<file path="src/rtl/alu_pkg.sv">
// Shared encodings for the ALU execution controller: ALU op codes, MIPS
// opcode/funct values, FSM states and the instruction decode helper.
package alu_pkg;

  localparam logic [2:0] ALU_AND = 3'b000;
  localparam logic [2:0] ALU_OR  = 3'b001;
  localparam logic [2:0] ALU_ADD = 3'b010;
  localparam logic [2:0] ALU_SUB = 3'b110;
  localparam logic [2:0] ALU_SLT = 3'b111;

  localparam logic [5:0] OP_RTYPE = 6'b000000;
  localparam logic [5:0] OP_BEQ   = 6'b000100;
  localparam logic [5:0] OP_ADDI  = 6'b001000;
  localparam logic [5:0] OP_SLTI  = 6'b001010;
  localparam logic [5:0] OP_ANDI  = 6'b001100;
  localparam logic [5:0] OP_ORI   = 6'b001101;

  localparam logic [5:0] FN_ADD = 6'b100000;
  localparam logic [5:0] FN_SUB = 6'b100010;
  localparam logic [5:0] FN_AND = 6'b100100;
  localparam logic [5:0] FN_OR  = 6'b100101;
  localparam logic [5:0] FN_SLT = 6'b101010;

  typedef enum logic [1:0] {
    S_IDLE   = 2'd0,
    S_DECODE = 2'd1,
    S_EXEC   = 2'd2,
    S_WB     = 2'd3
  } state_t;

  typedef struct packed {
    logic       legal;
    logic [2:0] op;
    logic       use_imm;
    logic       sign_ext;
    logic       wr_en;
    logic       dest_rd;
    logic       is_beq;
  } dec_t;

  function automatic dec_t decode_instr(input logic [5:0] opcode, input logic [5:0] funct);
    dec_t d;
    d.legal    = 1'b1;
    d.op       = ALU_ADD;
    d.use_imm  = 1'b1;
    d.sign_ext = 1'b1;
    d.wr_en    = 1'b1;
    d.dest_rd  = 1'b0;
    d.is_beq   = 1'b0;
    case (opcode)
      OP_RTYPE: begin
        d.use_imm = 1'b0;
        d.dest_rd = 1'b1;
        case (funct)
          FN_AND:  d.op = ALU_AND;
          FN_OR:   d.op = ALU_OR;
          FN_ADD:  d.op = ALU_ADD;
          FN_SUB:  d.op = ALU_SUB;
          FN_SLT:  d.op = ALU_SLT;
          default: d.legal = 1'b0;
        endcase
      end
      OP_ADDI: d.op = ALU_ADD;
      OP_SLTI: d.op = ALU_SLT;
      OP_ANDI: begin
        d.op       = ALU_AND;
        d.sign_ext = 1'b0;
      end
      OP_ORI: begin
        d.op       = ALU_OR;
        d.sign_ext = 1'b0;
      end
      OP_BEQ: begin
        d.op      = ALU_SUB;
        d.use_imm = 1'b0;
        d.wr_en   = 1'b0;
        d.is_beq  = 1'b1;
      end
      default: d.legal = 1'b0;
    endcase
    if (!d.legal) d.wr_en = 1'b0;
    return d;
  endfunction

endpackage

</file>
<file path="src/rtl/reg_file_32x32.sv">
// 32x32 register file: two async read ports, async debug read, one sync
// write port. Register 0 is never written so it always reads zero.
module reg_file_32x32 (
  input  logic        clk_sys,
  input  logic        rst_b,
  input  logic        we,
  input  logic [4:0]  waddr,
  input  logic [31:0] wdata,
  input  logic [4:0]  raddr_a,
  output logic [31:0] rdata_a,
  input  logic [4:0]  raddr_b,
  output logic [31:0] rdata_b,
  input  logic [4:0]  dbg_addr,
  output logic [31:0] dbg_data
);

  logic [31:0] regs [32];

  always_ff @(posedge clk_sys or negedge rst_b) begin
    if (!rst_b) begin
      for (int i = 0; i < 32; i++) regs[i] <= '0;
    end else if (we && (waddr != 5'd0)) begin
      regs[waddr] <= wdata;
    end
  end

  assign rdata_a  = regs[raddr_a];
  assign rdata_b  = regs[raddr_b];
  assign dbg_data = regs[dbg_addr];

endmodule

</file>
<file path="src/rtl/alu_exec_ctrl.sv">
// Multi-cycle MIPS subset controller driving an external 32-bit ALU and
// writing results back into a local register file.
//
// state    | meaning
// S_IDLE   | InstrReady high, waiting for an instruction
// S_DECODE | decode, read rs/rt, register ALU operands
// S_EXEC   | ALU operands stable, sample ALU outputs at closing edge
// S_WB     | write back, publish results, pulse Done
module alu_exec_ctrl
  import alu_pkg::*;
(
  input  logic        Clk,
  input  logic        Reset_n,
  input  logic        InstrValid,
  output logic        InstrReady,
  input  logic [31:0] Instr,
  output logic [31:0] AluA,
  output logic [31:0] AluB,
  output logic [2:0]  AluOp,
  input  logic [31:0] AluResult,
  input  logic        AluZero,
  input  logic        AluCarryOut,
  output logic        Done,
  output logic [31:0] ResultOut,
  output logic        ZeroOut,
  output logic        CarryOut,
  output logic        BrTaken,
  output logic        Illegal,
  input  logic [4:0]  DbgAddr,
  output logic [31:0] DbgData
);

  state_t      state;
  logic [31:0] instr_q;
  logic        legal_q;
  logic        wr_q;
  logic        beq_q;
  logic [4:0]  dest_q;
  logic [31:0] res_q;
  logic        zero_q;
  logic        carry_q;

  dec_t        dec;
  logic [31:0] imm_ext;
  logic [31:0] rdata_a;
  logic [31:0] rdata_b;
  logic        rf_we;
  logic        carry_en;

  assign dec     = decode_instr(instr_q[31:26], instr_q[5:0]);
  assign imm_ext = dec.sign_ext ? {{16{instr_q[15]}}, instr_q[15:0]}
                                : {16'h0000, instr_q[15:0]};

  // Write lands on the edge leaving WB, so an instruction accepted right
  // after Done already sees the new value at DECODE.
  assign rf_we    = (state == S_WB) && wr_q;
  assign carry_en = (AluOp == ALU_ADD) || (AluOp == ALU_SUB);

  assign InstrReady = (state == S_IDLE);

  reg_file_32x32 u_rf (
    .clk_sys  (Clk),
    .rst_b    (Reset_n),
    .we       (rf_we),
    .waddr    (dest_q),
    .wdata    (res_q),
    .raddr_a  (instr_q[25:21]),
    .rdata_a  (rdata_a),
    .raddr_b  (instr_q[20:16]),
    .rdata_b  (rdata_b),
    .dbg_addr (DbgAddr),
    .dbg_data (DbgData)
  );

  always_ff @(posedge Clk or negedge Reset_n) begin
    if (!Reset_n) begin
      state     <= S_IDLE;
      instr_q   <= '0;
      legal_q   <= 1'b0;
      wr_q      <= 1'b0;
      beq_q     <= 1'b0;
      dest_q    <= '0;
      res_q     <= '0;
      zero_q    <= 1'b0;
      carry_q   <= 1'b0;
      AluA      <= '0;
      AluB      <= '0;
      AluOp     <= ALU_AND;
      Done      <= 1'b0;
      ResultOut <= '0;
      ZeroOut   <= 1'b0;
      CarryOut  <= 1'b0;
      BrTaken   <= 1'b0;
      Illegal   <= 1'b0;
    end else begin
      Done <= 1'b0;
      case (state)
        S_IDLE: begin
          if (InstrValid) begin
            instr_q <= Instr;
            state   <= S_DECODE;
          end
        end
        S_DECODE: begin
          legal_q <= dec.legal;
          wr_q    <= dec.wr_en;
          beq_q   <= dec.is_beq;
          dest_q  <= dec.dest_rd ? instr_q[15:11] : instr_q[20:16];
          if (dec.legal) begin
            AluA  <= rdata_a;
            AluB  <= dec.use_imm ? imm_ext : rdata_b;
            AluOp <= dec.op;
            state <= S_EXEC;
          end else begin
            state <= S_WB;
          end
        end
        S_EXEC: begin
          res_q   <= AluResult;
          zero_q  <= AluZero;
          carry_q <= AluCarryOut;
          state   <= S_WB;
        end
        S_WB: begin
          Done    <= 1'b1;
          Illegal <= !legal_q;
          if (legal_q) begin
            ResultOut <= res_q;
            ZeroOut   <= zero_q;
            CarryOut  <= carry_en ? carry_q : 1'b0;
            BrTaken   <= beq_q && zero_q;
          end else begin
            ResultOut <= '0;
            ZeroOut   <= 1'b0;
            CarryOut  <= 1'b0;
            BrTaken   <= 1'b0;
          end
          state <= S_IDLE;
        end
        default: state <= S_IDLE;
      endcase
    end
  end

endmodule

</file>
<file path="config.mk">
export PLATFORM = sky130hd
export DESIGN_NAME = alu_exec_ctrl
export DESIGN_NICKNAME = d
export VERILOG_FILES = /design/src/rtl/alu_pkg.sv /design/src/rtl/reg_file_32x32.sv /design/src/rtl/alu_exec_ctrl.sv
export SDC_FILE = /design/constraint.sdc
export NUM_CORES = 2
export LEC_CHECK = 0
export ABC_CLOCK_PERIOD_IN_PS = 6750
export BUFFER_PORTS_ARGS = -buffer_cell sky130_fd_sc_hd__clkbuf_2
export CORE_MARGIN = 3
export CORE_UTILIZATION = 50
export DETAILED_ROUTE_END_ITERATION = 8
export GPL_ROUTABILITY_DRIVEN = 0
export PLACE_DENSITY = 0.76
export SYNTH_ARGS = -nofsm -noshare
export SYNTH_HDL_FRONTEND = slang
export SYNTH_SLANG_ARGS = --single-unit
</file>
<file path="constraint.sdc">
create_clock -name Clk -period 6.75 [get_ports Clk]
set_clock_uncertainty 0.15 [all_clocks]
set_input_delay 0.675 -clock Clk [delete_from_list [all_inputs] [get_ports Clk]]
set_output_delay 0.675 -clock Clk [all_outputs]
set_load 0.03 [all_outputs]
</file>
---- After elaboration in Yosys (flattened, before gate mapping) ----
Index checks and enable logic that the tools add are counted.
word-level totals
  bits of input ports ..................... 74
  word-level logic and storage cells ...... 122
  output and inout bits ................... 137
  flip-flop bits (word level) ............. 1204
cells by class
  equal/unequal tests ..................... 16
  multiplexer cells ....................... 32
  bitwise operators ....................... 4
  order comparisons ....................... 5
  reduce and logical (&&, ||, !) cells .... 15
operator list
  cell                                                                          number
  1024-bit bitwise mux                                                          1
  32-bit binary-select mux with 5-bit select                                    3
  32-bit 2-to-1 mux                                                             10
  32-bit demux with 5-bit select                                                1
  6-bit equality test, second input constant                                    5
  6-bit by 4-bit equality test with 1-bit output, second input constant         4
  6-bit greater-or-equal comparator, second input constant                      4
  5-bit NOT with 6-bit output                                                   4
  3-bit case mux with 5 select lines                                            1
  3-bit case mux with 4 select lines                                            1
  1-bit 2-to-1 mux                                                              11
  5-bit OR reduction                                                            2
  2-bit case mux with 4 select lines                                            1
  6-bit by 3-bit equality test with 1-bit output, second input constant         1
  6-bit zero test                                                               1
  6-bit by 1-bit less-than comparator with 1-bit output, second input constant  1
  5-bit 2-to-1 mux                                                              1
  5-bit nonzero test                                                            1
  2-bit equality test, second input constant                                    2
  1-bit logical AND                                                             4
  2-bit AND reduction                                                           2
  2-bit OR reduction                                                            2
  3-bit by 2-bit equality test with 1-bit output, second input constant         1
  3-bit equality test, second input constant                                    1
  7 further kinds                                                               7

---- Depth between registers and ports, before layout ----
  word-level depth ........................ 6
  gate-level depth with buffers ........... 10

---- Hierarchy ----
A second synthesis with hierarchy kept.
unflattened totals
  cells, all modules ...................... 6343
  area total of the unflattened synthesis .. 71663.7 um^2
modules (own cells, without submodules)
  module          cells an instance  instances  seq. area each (um^2)  area an instance (um^2)
  reg_file_32x32  5767               1          25624.6                64135.3
  alu_exec_ctrl   576                1          4504.3                 7528.5

---- Least setup slack after synthesis ----
OpenSTA, ideal clock, no wires.
  path type ............................... input-to-output
  start ................................... input port DbgAddr[0]
  end ..................................... output port DbgData[11]
  buffers on the path ..................... 3
  cell stages on the path ................. 6
  data arrival time ....................... 2.532 ns
  setup slack ............................. 3.393 ns
  path through ............................ buf_2 > buf_6 > buf_2 > mux4_2 > mux4_2 > mux2_2
between the ends
  longest elaborated chain between the ends .. 4
RTL lines
  element                                               RTL line              source
  start: declaration                                    alu_exec_ctrl.sv:29   input logic [4:0] DbgAddr,
  5-bit NOT with 6-bit output (implied by the code)     reg_file_32x32.sv:29  assign dbg_data = regs[dbg_addr];
  32-bit binary-select mux with 5-bit select            reg_file_32x32.sv:29
  32-bit 2-to-1 mux (implied by the code) (2 in a row)  reg_file_32x32.sv:29
  end: declaration                                      alu_exec_ctrl.sv:30   output logic [31:0] DbgData
No other way between the ends. The select of a mux whose other input is x is not followed.

---- Worst setup path in the final report ----
  start ................................... input port DbgAddr[1]
  end ..................................... output port DbgData[10]
Same word-level chain as after synthesis.

==> flow_metrics.tcl <==
set metrics [dict create \
    status "complete, no violations" \
    cts-root-buf "clkbuf_16" \
    p_per_area_nw_per_um2 389.8 \
    critPathTopFamily "buffers and inverters" \
    synthToLayoutAreaGrowth_pct 11.01 \
    fin_tns_setup_ns 0 \
    synthSimpleGateAreaFrac_pct 2.667 \
    cp_cell_sequence "buf_8, buf_4, mux4_2, mux4_2, mux2_2, clkbuf_2" \
    die_h_um 376.0 \
    synth_area_leader_cell "dfrtp_1" \
    syn-cell-area_um2 68450 \
    crit_fanout 88 \
    cts.sinks 1204 \
    synth.area.top_cells "dfrtp_1 (44%), mux4_2 (24%), mux2_2 (18%)" \
    yosys-mux-area-fraction_pct 45.08 \
    die_area_um2 141400 \
    synth.top_cell.area_share_pct 44.02 \
    crit_top_cell "mux4_2" \
    crit_required_ns 5.92 \
    cp-start-kind "primary input" \
    vias 48170 \
    clk_pin_slew_worst_paths_ns 0.06 \
    cap_violations 0 \
    cts_tree "built" \
    critPathKind "in2out" \
    synth_edf_count 0 \
    start_util_pct 50.46 \
    synthAdderAreaFrac_pct 0.07312 \
    h-tree-depth 4 \
    vias_per_cell 7.375 \
    ys_warn_count 0 \
    nets 4714 \
    grt_pass1_wl_mm 339.9 \
    ys_ff_latch 1204 \
    ys_seq_area_share_pct 44.02 \
    cp_slowest_cell "buf_4" \
    first_global_vias 48280 \
    synth_cell_types 51 \
    hold_ws_ns 0.1211 \
    drcViolationCount 0 \
    synth_common_cells "dfrtp_1 (1204), mux2_2 (1093), mux4_2 (725)" \
    cts_setup_buffers 0 \
    max_freq_ghz 0.2282 \
    synth_cells 4648 \
    ant_nets 0 \
    p_seq_share_pct 36.8 \
    finalHoldViolCount 0 \
    synth_ff_type "dfrtp_1" \
    power_frac_comb_pct 37.5 \
    cp-end-kind "output port" \
    syn-num-nets 4726 \
    drt-initial-drc-count 7213 \
    ctsHoldBuffers 66 \
    synth_compound_area_share_pct 4.425 \
    io-pin-count 211 \
    swShare_pct 41.57 \
    min_path_type "in2reg" \
    p_sw_w 0.01231 \
    synthXorXnorAreaFrac_pct 0 \
    drive_gt1_share_pct 51.04 \
    syn_area_per_cell_um2 14.73 \
    dp_slack_ns 2.327 \
    slew_violations 0 \
    worstMarginPinSlew_ns 1.303 \
    clockPowerShare_pct 25.7 \
    yosysMostFrequentCell "dfrtp_1" \
    critPathMaxStageDelay_ns 0.72 \
    place.port_buffers 210 \
    rsz0062_at_grt "no" \
    antenna_found_initial 12 \
    ctsResizeCount 0 \
    slew_headroom_pct 12.92 \
    clock_path_buffers 3 \
    dr.pass1.iters 5 \
    cts_made_buffers 134 \
    routed_wl_mm 233.1 \
    critical_path_buf_inv_count 3 \
    num_rows 135 \
    async_flop_share_pct 100.0 \
    grt_usage_pct 32.99 \
    final_core_util_pct 56.02 \
    grt_max_degree 171 \
    ir_drop_mv 0.4012 \
    internal_power_w 0.01731 \
    synth_top_family_by_area "multiplexers" \
    post-dp-hpwl_mm 132.8 \
    layout_min_cycle_time_ns 4.381 \
    setup_violations 0 \
    cp.arrival_ns 3.56 \
    period_share_pct 64.91 \
    p_leak_nw 33.95 \
    die_x_um 376.0 \
    core_area_um2 135600 \
    wl_per_cell_um 35.70 \
    clock_latency_ns 0.81 \
    worst_slack_ns 2.369 \
    grt_overflow 0 \
]
[through the flow]
step | total power, W | area, um^2 | instances
final | 0.02962 | 75980 | 6531
after CTS | 0.02933 | 75960 | 6522
after floorplan | 0.01750 | 68450 | 4648
after detailed placement | 0.02171 | 70740 | 6215
after global placement | 0.02142 | 70740 | 6215
after global routing | 0.03059 | 75960 | 6523
[cells in the final DEF, fill, tap and decap left out, types with 66 or more instances in the layout]
cell type	instances
dlygate4sd3_1	66
o21ai_0	73
dfrtp_1	1199
nand2_1	157
clkbuf_2	204
mux4_2	725
a22oi_1	69
mux2_2	1093
buf_4	92
clkbuf_16	135
mux2i_1	222
o22ai_1	152
[sequential cells by signal (all words and copies together) (netlist names)]
register / count
u_rf.regs: 1024
AluA: 32
AluB: 32
ResultOut: 32
instr_q: 32
res_q: 32
dest_q: 5
AluOp: 3
state: 2
BrTaken: 1
CarryOut: 1
Done: 1
Illegal: 1
ZeroOut: 1
beq_q: 1
carry_q: 1
legal_q: 1
wr_q: 1
zero_q: 1
[kinds of logic (layout without fill, tap and decap cells)]
family          after synthesis  count (layout)
other cells                   0               9
buf+inv                     573             666
compound gates              446             446
mux                        2040            2040
flops                      1204            1204
simple gates                381             381
fa+ha+maj                     4               4
[power groups by stage]
stage                     clock network, W  logic (W)  registers (W)
after global routing               0.00795     0.0115         0.0111
after CTS                          0.00765     0.0109         0.0108
final                              0.00760     0.0111         0.0109
after floorplan                          0    0.00755        0.00995
after detailed placement                 0     0.0108         0.0109
after global placement                   0     0.0106         0.0108
[final cells by class]
| class | instances | area (um^2) |
|---|---|---|
| Timing Repair Buffer | 383 | 2759 |
| Multi-Input combinational cell | 2871 | 36110 |
| Inverter | 42 | 157.7 |
| Antenna cell | 9 | 22.52 |
| Clock inverter | 61 | 774.5 |
| Tap cell | 1781 | 2228 |
| Clock buffer | 180 | 3787 |
| Fill cell | 10410 | 59650 |
| Sequential cell | 1204 | 30150 |
[final timing paths]
kind,start,to,slack (ns),depth (start not counted)
worst max-delay path,DbgAddr[1],DbgData[10],2.37,6
worst min-delay path,AluResult[31],res_q[31]$_DFFE_PN0N_,0.12,2
worst max register to register,state[1]$_DFFE_PN0P_,u_rf.regs[694]$_DFFE_PN0P_,2.40,7
worst min register to register,u_rf.regs[1014]$_DFFE_PN0P_,u_rf.regs[1014]$_DFFE_PN0P_,0.27,0
max in group asynchronous,Reset_n,instr_q[21]$_DFFE_PN0P_,4.41,3
min in group asynchronous,Reset_n,ResultOut[3]$_DFFE_PN0P_,0.43,2
[worst register-to-register path: stages (launching register included)]
cell	delay, ns
dfrtp_1	0.43
ha_2	0.22
buf_4	0.63
and3_1	0.37
nor3b_1	0.70
nand2_2	0.80
buf_4	0.59
mux2_2	0.36
[layer usage]
layer / up-vias / wire (um) / global-route usage (%)
met1: 25190 / 82970 / 42.49
met3: 869 / 32100 / 12.42
met4: 10 / 15470 / 19.07
met5: - / 80 / 0
li1: 18270 / - / -
met2: 3834 / 102500 / 47.99
Note: power is estimated with default switching activity, not from simulation.
